### config.mk
export PLATFORM = sky130hd
export DESIGN_NAME = rf_wb_arbiter
export DESIGN_NICKNAME = d
export VERILOG_FILES = /design/src/rtl/rf_wb_arbiter.sv
export SDC_FILE = /design/constraint.sdc
export NUM_CORES = 1
export LEC_CHECK = 0
export ABC_AREA = 1
export BUFFER_PORTS_ARGS = -buffer_cell sky130_fd_sc_hd__buf_2
export CORE_UTILIZATION = 59
export DETAILED_ROUTE_END_ITERATION = 8
export PLACE_DENSITY = 0.79
export SETUP_SLACK_MARGIN = 0.1
export SLEW_MARGIN = 20
export SYNTH_ARGS = -nofsm -noshare
export SYNTH_HDL_FRONTEND = slang
export SYNTH_SLANG_ARGS = --single-unit
### constraint.sdc
create_clock -name clk -period 4 [get_ports clk]
set_clock_uncertainty 0.1 [all_clocks]
set_input_delay 0.4 -clock clk [delete_from_list [all_inputs] [get_ports clk]]
set_output_delay 0.4 -clock clk [all_outputs]
set_load 0.005 [all_outputs]
### src/rtl/rf_wb_arbiter.sv
// rf_wb_arbiter: write-side driver of the register file.
// Two producers (EXU, LSU) hand writeback results over valid/ready channels
// into private FIFOs. A round-robin arbiter pops one head per cycle into a
// registered RF write port (wen/waddr/wdata). Writes to x0 are consumed
// silently.
// Optional feature macro: RF_WB_PENDING_EN adds a per-register "pending"
// bitmap covering both FIFOs and the output register, used for RAW stalls.

module rf_wb_fifo #(
  parameter int AW    = 5,
  parameter int DW    = 32,
  parameter int DEPTH = 4
) (
  input  logic             clk,
  input  logic             rst,
  input  logic             i_push,
  input  logic [AW+DW-1:0] i_data,
  input  logic             i_pop,
  output logic             o_full,
  output logic             o_empty,
  output logic [AW+DW-1:0] o_head
`ifdef RF_WB_PENDING_EN
  ,
  output logic [DEPTH*AW-1:0] o_slot_addr,
  output logic [DEPTH-1:0]    o_slot_vld
`endif
);

  localparam int PTR_W = $clog2(DEPTH);
  localparam int CNT_W = PTR_W + 1;
  localparam int EW    = AW + DW;

  logic [EW-1:0]    r_mem [DEPTH];
  logic [PTR_W-1:0] r_wr_ptr;
  logic [PTR_W-1:0] r_rd_ptr;
  logic [CNT_W-1:0] r_count;

  assign o_full  = (r_count == CNT_W'(DEPTH));
  assign o_empty = (r_count == {CNT_W{1'b0}});
  // Registered head: an entry pushed this edge is poppable only next edge.
  assign o_head  = r_mem[r_rd_ptr];

  // Pointer and occupancy update; reset discards all buffered entries.
  always_ff @(posedge clk) begin
    if (rst) begin
      r_wr_ptr <= {PTR_W{1'b0}};
      r_rd_ptr <= {PTR_W{1'b0}};
      r_count  <= {CNT_W{1'b0}};
    end else begin
      if (i_push) begin
        r_wr_ptr <= r_wr_ptr + PTR_W'(1);
      end
      if (i_pop) begin
        r_rd_ptr <= r_rd_ptr + PTR_W'(1);
      end
      case ({i_push, i_pop})
        2'b10:   r_count <= r_count + CNT_W'(1);
        2'b01:   r_count <= r_count - CNT_W'(1);
        default: r_count <= r_count;
      endcase
    end
  end

  // Storage write; contents need no reset since occupancy gates visibility.
  always_ff @(posedge clk) begin
    if (i_push) begin
      r_mem[r_wr_ptr] <= i_data;
    end
  end

`ifdef RF_WB_PENDING_EN
  logic [PTR_W-1:0] w_off;

  // Per-slot validity: slot is live when its distance from the read pointer is below occupancy.
  always_comb begin
    o_slot_addr = {(DEPTH*AW){1'b0}};
    o_slot_vld  = {DEPTH{1'b0}};
    w_off       = {PTR_W{1'b0}};
    for (int s = 0; s < DEPTH; s++) begin
      w_off                  = PTR_W'(s) - r_rd_ptr;
      o_slot_vld[s]          = ({1'b0, w_off} < r_count);
      o_slot_addr[s*AW +: AW] = r_mem[s][EW-1 -: AW];
    end
  end
`endif

endmodule

module rf_wb_arbiter #(
  parameter int ADDR_WIDTH = 5,
  parameter int DATA_WIDTH = 32,
  parameter int FIFO_DEPTH = 4
) (
  input  logic                  clk,
  input  logic                  rst,
  input  logic                  exu_valid,
  output logic                  exu_ready,
  input  logic [ADDR_WIDTH-1:0] exu_waddr,
  input  logic [DATA_WIDTH-1:0] exu_wdata,
  input  logic                  lsu_valid,
  output logic                  lsu_ready,
  input  logic [ADDR_WIDTH-1:0] lsu_waddr,
  input  logic [DATA_WIDTH-1:0] lsu_wdata,
  output logic                  wen,
  output logic [ADDR_WIDTH-1:0] waddr,
  output logic [DATA_WIDTH-1:0] wdata,
`ifdef RF_WB_PENDING_EN
  output logic [2**ADDR_WIDTH-1:0] pending,
`endif
  output logic                  idle
);

  localparam int EW = ADDR_WIDTH + DATA_WIDTH;

  // Round-robin pointer encoding: names the source favoured on a tie.
  localparam logic [0:0] RR_EXU = 1'b0;
  localparam logic [0:0] RR_LSU = 1'b1;

  logic                  w_exu_full, w_exu_empty, w_lsu_full, w_lsu_empty;
  logic [EW-1:0]         w_exu_head, w_lsu_head, w_sel_head;
  logic                  w_exu_ready, w_lsu_ready;
  logic                  w_exu_push, w_lsu_push;
  logic                  w_grant_exu, w_grant_lsu;
  logic [ADDR_WIDTH-1:0] w_sel_addr;
  logic [DATA_WIDTH-1:0] w_sel_data;

  logic [0:0]            r_rr;
  logic                  r_wen;
  logic [ADDR_WIDTH-1:0] r_waddr;
  logic [DATA_WIDTH-1:0] r_wdata;

  // Ready depends only on occupancy and reset, never on valid.
  assign w_exu_ready = !rst && !w_exu_full;
  assign w_lsu_ready = !rst && !w_lsu_full;
  assign exu_ready   = w_exu_ready;
  assign lsu_ready   = w_lsu_ready;
  assign w_exu_push  = exu_valid && w_exu_ready;
  assign w_lsu_push  = lsu_valid && w_lsu_ready;

`ifdef RF_WB_PENDING_EN
  logic [FIFO_DEPTH*ADDR_WIDTH-1:0] w_exu_slot_addr, w_lsu_slot_addr;
  logic [FIFO_DEPTH-1:0]            w_exu_slot_vld, w_lsu_slot_vld;
  logic [2**ADDR_WIDTH-1:0]         w_pending;
`endif

  rf_wb_fifo #(.AW(ADDR_WIDTH), .DW(DATA_WIDTH), .DEPTH(FIFO_DEPTH)) u_exu_fifo (
    .clk         (clk),
    .rst         (rst),
    .i_push      (w_exu_push),
    .i_data      ({exu_waddr, exu_wdata}),
    .i_pop       (w_grant_exu),
    .o_full      (w_exu_full),
    .o_empty     (w_exu_empty),
    .o_head      (w_exu_head)
`ifdef RF_WB_PENDING_EN
    ,
    .o_slot_addr (w_exu_slot_addr),
    .o_slot_vld  (w_exu_slot_vld)
`endif
  );

  rf_wb_fifo #(.AW(ADDR_WIDTH), .DW(DATA_WIDTH), .DEPTH(FIFO_DEPTH)) u_lsu_fifo (
    .clk         (clk),
    .rst         (rst),
    .i_push      (w_lsu_push),
    .i_data      ({lsu_waddr, lsu_wdata}),
    .i_pop       (w_grant_lsu),
    .o_full      (w_lsu_full),
    .o_empty     (w_lsu_empty),
    .o_head      (w_lsu_head)
`ifdef RF_WB_PENDING_EN
    ,
    .o_slot_addr (w_lsu_slot_addr),
    .o_slot_vld  (w_lsu_slot_vld)
`endif
  );

  // Grant selection: contested cycles follow rr, otherwise the lone non-empty source wins.
  always_comb begin
    w_grant_exu = 1'b0;
    w_grant_lsu = 1'b0;
    if (rst) begin
      w_grant_exu = 1'b0;
      w_grant_lsu = 1'b0;
    end else if (!w_exu_empty && !w_lsu_empty) begin
      if (r_rr == RR_EXU) begin
        w_grant_exu = 1'b1;
      end else begin
        w_grant_lsu = 1'b1;
      end
    end else if (!w_exu_empty) begin
      w_grant_exu = 1'b1;
    end else if (!w_lsu_empty) begin
      w_grant_lsu = 1'b1;
    end else begin
      w_grant_exu = 1'b0;
      w_grant_lsu = 1'b0;
    end
  end

  assign w_sel_head = w_grant_exu ? w_exu_head : w_lsu_head;
  assign w_sel_addr = w_sel_head[EW-1 -: ADDR_WIDTH];
  assign w_sel_data = w_sel_head[DATA_WIDTH-1:0];

  // RF write port register and rr update; x0 entries are popped without raising wen.
  always_ff @(posedge clk) begin
    if (rst) begin
      r_wen   <= 1'b0;
      r_waddr <= {ADDR_WIDTH{1'b0}};
      r_wdata <= {DATA_WIDTH{1'b0}};
      r_rr    <= RR_EXU;
    end else if (w_grant_exu || w_grant_lsu) begin
      r_wen   <= (w_sel_addr != {ADDR_WIDTH{1'b0}});
      r_waddr <= w_sel_addr;
      r_wdata <= w_sel_data;
      r_rr    <= w_grant_exu ? RR_LSU : RR_EXU;
    end else begin
      r_wen   <= 1'b0;
    end
  end

  assign wen   = r_wen;
  assign waddr = r_waddr;
  assign wdata = r_wdata;
  assign idle  = w_exu_empty && w_lsu_empty && !r_wen;

`ifdef RF_WB_PENDING_EN
  // Pending bitmap: every live FIFO entry plus an in-flight write marks its target; x0 never pends.
  always_comb begin
    w_pending = {(2**ADDR_WIDTH){1'b0}};
    for (int s = 0; s < FIFO_DEPTH; s++) begin
      if (w_exu_slot_vld[s]) begin
        w_pending[w_exu_slot_addr[s*ADDR_WIDTH +: ADDR_WIDTH]] = 1'b1;
      end else begin
        w_pending = w_pending;
      end
      if (w_lsu_slot_vld[s]) begin
        w_pending[w_lsu_slot_addr[s*ADDR_WIDTH +: ADDR_WIDTH]] = 1'b1;
      end else begin
        w_pending = w_pending;
      end
    end
    if (r_wen) begin
      w_pending[r_waddr] = 1'b1;
    end else begin
      w_pending = w_pending;
    end
    w_pending[0] = 1'b0;
  end

  assign pending = w_pending;
`endif

endmodule
Word-level counts from Yosys, hierarchy flattened
Memory sizes are Yosys's and may differ from the RTL's. A register that Yosys moved wholly into a read port is not among the register bits.
Index checks and enable logic that the tools add are counted.
{"block": "classes", "addsub": 8, "n_eq_ne": 6, "mux": 21, "bitwise": 1, "n_reduce_logical": 20}
{"op": "$mux W37", "n": 1}
{"op": "$mux W1", "n": 14}
{"op": "$pmux W3 S2", "n": 2}
{"op": "$add A2 B1 Y2 const B", "n": 4}
{"op": "$mux W2", "n": 4}
{"op": "$logic_and A1 B1 Y1", "n": 7}
{"op": "$add A3 B1 Y3 const B", "n": 2}
{"op": "$eq A3 B3 Y1 const B", "n": 2}
{"op": "$logic_not A1 Y1", "n": 6}
{"op": "$logic_not A3 Y1", "n": 2}
{"op": "$sub A3 B1 Y3 const B", "n": 2}
{"op": "$reduce_bool A5 Y1", "n": 1}
{"op": "$eq A2 B1 Y1 const B", "n": 2}
{"op": "$eq A2 B2 Y1 const B", "n": 2}
{"op": "$reduce_bool A2 Y1", "n": 2}
{"op": "$reduce_or A2 Y1", "n": 1}
{"op": "$logic_or A1 B1 Y1", "n": 1}
{"op": "$not A1 Y1", "n": 1}
{"block": "totals", "ff_bits": 53, "ramBits": 296, "output_inout_bits": 41, "n_memories": 2}
{"name": "u_exu_fifo.r_mem", "words": 4, "width": 37, "rd": 1, "rd_clocked_by_memory_dff": 1, "write_ports": 1, "line_no": "33", "source": "logic [EW-1:0] r_mem [DEPTH];"}
{"name": "u_lsu_fifo.r_mem", "words": 4, "width": 37, "rd": 1, "rd_clocked_by_memory_dff": 1, "write_ports": 1, "line_no": "33"}

Depth between registers and ports, before layout
{"block": "depth", "ltp_word": 8, "ltp_mapped": 13, "mapped_depth_nobuf": 11}

Cells and area by module
Synthesis repeated with hierarchy kept, for this count alone.
{"block": "unflattened", "cells_unflattened": 1045, "hier_area_um2": 13768.2}
{"mod": "rf_wb_fifo", "instances": 2, "cells_each": 416, "area_each_um2": 5931.9, "seq_area_each_um2": 4624.4}
{"mod": "rf_wb_arbiter", "instances": 1, "cells_each": 213, "area_each_um2": 1904.3, "seq_area_each_um2": 780.7}

Worst setup path after synthesis
OpenSTA, ideal clock, no wires.
{"block": "synth_path", "kind": "input to register", "start": "input rst", "end": "memory u_exu_fifo.r_mem[0][0] in the netlist's numbering (enable)", "setup_time_ps": 431, "arrival_time_ps": 2534, "required_ps": 3469, "slack_ps": 935, "path_stages": 4, "n_path_buf": 1, "path_cell_list": "buf_2 a21oi_1 nand2_1 nor2_1"}
{"block": "synth_via", "elab_chain_len": 5}
{"element": "from (decl)", "line_no": "95", "source": "input logic rst,"}
{"element": "$logic_not A1 Y1", "line_no": "133", "source": "assign w_exu_ready = !rst && !w_exu_full;"}
{"element": "$logic_and A1 B1 Y1", "line_no": "133"}
{"element": "named net exu_ready", "line_no": "97", "source": "output logic exu_ready,"}
{"element": "$logic_and A1 B1 Y1", "line_no": "137", "source": "assign w_exu_push = exu_valid && w_exu_ready;"}
{"element": "$mux W1", "line_no": "66", "source": "if (i_push) begin"}
{"element": "$mux W1 (implied by the code)", "line_no": "67", "source": "r_mem[r_wr_ptr] <= i_data;"}
{"element": "to (decl)", "line_no": "33"}
The timed path passes the listed nets, and every way through them passes these cells.

Worst setup path after layout
{"block": "layout_path", "start": "register u_exu_fifo.r_count[1]", "end": "memory u_exu_fifo.r_mem[0][8] in the netlist's numbering (enable)"}
{"block": "layout_via", "elab_chain_len": 6}
{"element": "from (decl)", "line_no": "36", "source": "logic [CNT_W-1:0] r_count;"}
{"element": "from (signal assigned)", "line_no": "48", "source": "r_count <= {CNT_W{1'b0}};"}
{"element": "from (signal assigned)", "line_no": "57", "source": "2'b10: r_count <= r_count + CNT_W'(1);"}
{"element": "from (signal assigned)", "line_no": "58", "source": "2'b01: r_count <= r_count - CNT_W'(1);"}
{"element": "$eq A3 B3 Y1", "line_no": "38", "source": "assign o_full = (r_count == CNT_W'(DEPTH));"}
{"element": "$logic_not A1 Y1", "line_no": "133"}
{"element": "$logic_and A1 B1 Y1", "line_no": "133"}
{"element": "$logic_and A1 B1 Y1", "line_no": "137"}
{"element": "$mux W1", "line_no": "66"}
{"element": "$mux W1 (implied by the code)", "line_no": "67"}
Every way passes these cells.

==> impl_metrics.csv <==
group,metric,value,unit
status,status,"finished clean",
cells_and_area,final_util,0.7182,
clock_tree,cts.sinks,353,
drt,antenna_left,0,
yosys,ys_seq_area_frac,0.7197,
power_and_ir_drop,p_int,7280,uW
grt,grt_overflow,0,
cells_and_area,multi_input_area,3403,um^2
power_and_ir_drop,pwr-share-clk,0.327,
floorplanning,start_util,0.6081,
place,gp_congestion,0.8581,
timing,period_needed,2509,ps
drt,avgViaCountPerCell,5.549,
setup_path,crit_required,4100,ps
grt,gr-usage-met3,0.04444,
clock_tree,cts_max_level,2,
place,dp_cells,1606,
setup_path,rrSetupSlack,1490,ps
setup_path,crit_top_cell,"nor2_4",
floorplanning,placeableCoreArea,22920,um^2
yosys,syn_avg_cell_area,11.44,um^2
cells_and_area,seqCellArea,10030,um^2
setup_path,startpoint_type,"register",
drt,dr.pass1.iters,6,
grt,busiest_layer,"met2",
setup_path,r2r-end,"u_exu_fifo.r_mem[0][8]",
yosys,muxShareOfSynthArea,0,
power_and_ir_drop,p_leak,0.006458,uW
timing,hold_viol_final,0,
clock_tree,insertion_delay,520,ps
grt,track_usage,0.2615,
cells_and_area,antenna_cells,0,
timing,setup_tns,0,ps
grt,use_met1,0.3363,
yosys,synth-xor-area-share,0,
timing,tightestPinTransition,1011,ps
hold_path,min_path_cells,1,
drt,first_iter_violations,886,
place,hpwlAfterDp,18.93,mm
setup_path,crit_path_end_kind,"register",
yosys,synth_area,13940,um^2
power_and_ir_drop,powerDensity,645.4,nW/um^2
setup_path,path_cells,"nor2_4 -> a21oi_1 -> nand2_1 -> nor2_4 -> buf_4",
clock_tree,cts_buffers,36,
hold_path,hold_path_class,"in2reg",
power_and_ir_drop,vdd_drop_max,0.6448,mV
yosys,ys_types,24,
grt,antenna_found_initial,0,
clock_tree,clkTransAtPathRegs,60,ps
setup_path,reg2reg_depth,5,
timing,fin_crit_sh,0.6273,
cells_and_area,syn_to_final_growth,18.09,%
yosys,synth_compound_gate_area_share,0.01984,
yosys,yosys_warnings,0,
setup_path,path_class,"reg2reg",
drt,via_count,9489,
floorplanning,rows,55,
run,max_cap_violations,0,
grt,grt_max_degree,76,
cells_and_area,nets,1459,
grt,grt_pass1_wl,47.62,mm
setup_path,path_max_fanout,22,
power_and_ir_drop,p_sw,3342,uW
power_and_ir_drop,pwr-share-comb,0.243,
timing,maxSlewHeadroom,0.3259,
clock_tree,clockRootBuffer,"clkbuf_16",
floorplanning,fp.dieW,155.7,um
yosys,synth_top_family_by_area,"simple AND/OR/NAND/NOR gates",
power_and_ir_drop,sw_frac_of_total,0.3147,
drt,wl,30.85,mm
cells_and_area,drive_gt1_frac,0.1603,
power_and_ir_drop,pwr-share-seq,0.429,
setup_path,worstSetupStartpoint,"u_exu_fifo.r_count[1]",
timing,setup_viol,0,
setup_path,crit_slowest_cell,"nor2_4",
grt,grt_pass1_vias,9115,
power_and_ir_drop,p_total,10620,uW
clock_tree,cts_tree,"built",
clock_tree,post_cts_buffers,0,
yosys,synth-simple-area-share,0.2082,
clock_tree,clk_path_buf_depth,3,
place,io_buffers,118,
yosys,synth_fp_nets,1308,
setup_path,cp.arrival,2610,ps
drt,drc,0,
yosys,synthAdderAreaFrac,0.01185,
cells_and_area,final.fill_count,1492,
setup_path,crit_end,"u_exu_fifo.r_mem[0][8]",
setup_path,critPathMaxStageDelay,700,ps
cells_and_area,layoutNonFillerInstCount,1710,
timing,max_freq,398.5,MHz
setup_path,rr_startpoint,"u_exu_fifo.r_count[1]",
grt,met2_usage,0.4326,
floorplanning,dieArea,24240,um^2
floorplanning,die_y,155.7,um
timing,finalMaxSlewViolations,0,
yosys,synthCells,1218,
drt,detail_route.wl_per_cell,18.04,um
yosys,synth-seq-cells,353,
floorplanning,ios,119,
timing,rsz0062_at_grt,"no",
[layout by cell type, fill, tap and decap left out]
master,instances
nand2_1,399
a21oi_2,3
buf_2,118
clkbuf_4,1
clkbuf_16,37
nand4_1,27
a21oi_1,26
edfxtp_1,296
ha_1,10
inv_2,7
nand2_2,3
dlygate4sd3_1,38
inv_1,60
inv_6,2
o21ai_1,5
nand3_1,208
dfxtp_1,55
clkbuf_8,6
clkinv_2,2
nor3_1,2
nor2_4,12
clkbuf_1,7
nand2_4,3
clkinv_1,4
buf_4,20
clkinvlp_4,3
nor2_1,15
dfxtp_2,2
fa_1,2
bufinv_16,5
o21ai_0,19
[power by group through the flow]
stage / Clock, uW / Combinational, uW / Sequential [uW]
3_3_place_gp: 0 / 2460 / 4610
4_1_cts: 3500 / 2570 / 4550
6_report: 3480 / 2580 / 4560
3_5_place_dp: 0 / 2520 / 4610
5_1_grt: 3650 / 2890 / 4570
2_1_floorplan: 0 / 1770 / 4560
[worst min-delay path by stage]
stage | start | endpoint | slack, ps
final | lsu_wdata[31] | u_lsu_fifo.r_mem[2][31] | 10
after global routing | exu_wdata[10] | u_exu_fifo.r_mem[1][10] | 3
after CTS | exu_wdata[23] | u_exu_fifo.r_mem[0][23] | 0.7
after detailed placement | wdata[19] | wdata[19] | 350
after global placement | wdata[16] | wdata[16] | 350
after floorplan | u_lsu_fifo.r_rd_ptr[1] | register | 340
[Yosys cell counts]
master    number  area [um^2]
nand2_4        3        33.78
clkinv_1       1        3.750
buf_2         39        195.2
nor2_4         4        45.04
buf_1          5        18.77
edfxtp_1     296         8889
fa_1           2        40.04
o21ai_1        5        25.02
ha_1          10        125.1
dfxtp_1       57         1141
inv_2          6        22.52
nand2_1      399         1498
buf_6          2        22.52
a21oi_1       26        130.1
o21ai_0       19        95.09
nor3_1         2        10.01
a21oi_2        3        26.28
inv_1         61        229.0
nor2_1        23        86.33
nand4_1       27        168.9
nand3_1      208         1041
buf_4          2        15.01
clkbuf_1      15        56.30
nand2_2        3        18.77
[cells by family after synthesis]
kind of cell             Yosys count
AO/OA/AOI/OAI                     53
adder cells (fa/ha/maj)           12
buffers and inverters            131
flip-flops                       353
AND/OR/NAND/NOR                  669
[layer usage]
layer,vias up,share of wire
met5,-,0
met4,0,0.043
met3,81,0.091
met2,467,0.48
met1,4447,0.38
li1,4494,-
[flip-flops by register name, indices dropped and copies added (netlist names), 2 cells and up, named ones only]
register and count:
u_exu_fifo.r_wr_ptr 2, u_lsu_fifo.r_count 3, u_exu_fifo.r_count 3, u_lsu_fifo.r_wr_ptr 2
u_exu_fifo.r_rd_ptr 2, waddr 5, u_exu_fifo.r_mem 148, u_lsu_fifo.r_mem 148
u_lsu_fifo.r_rd_ptr 2, wdata 32
[critical path, delay by kind of cell (launching register included)]
family	cells	cell delay [ps]
buf+inv	1	380
compound gates	1	160
simple gates	3	1130
flops	1	410
[stage by stage]
| stage | hold slack [ps] | instance area (um^2) | worst slack [ps] |
|---|---|---|---|
| floorplan | 336.3 | 13940 | 934.9 |
| global placement | 351.7 | 14820 | 1438 |
| detailed placement | 353.9 | 14820 | 1364 |
| CTS | 0.7153 | 16460 | 1458 |
| global route | 2.621 | 16460 | 1294 |
| finish | 9.878 | 16460 | 1491 |
[layout make-up]
cell class / count / share of cell area
clock buffers: 51 / 0.06333
clock inverters: 15 / 0.01285
inverters: 68 / 0.01551
multi-input cells: 734 / 0.2068
flip-flops and latches: 353 / 0.6096
well taps: 313 / 0.02380
repair buffers: 176 / 0.06812
[repair_timing]
action                                 CTS  global route
endpoints found under the hold margin  141             0
gates resized for setup                  0             0
setup endpoints to repair                0             0
hold buffers                            38             0
Power figures use the tool's default switching activity.
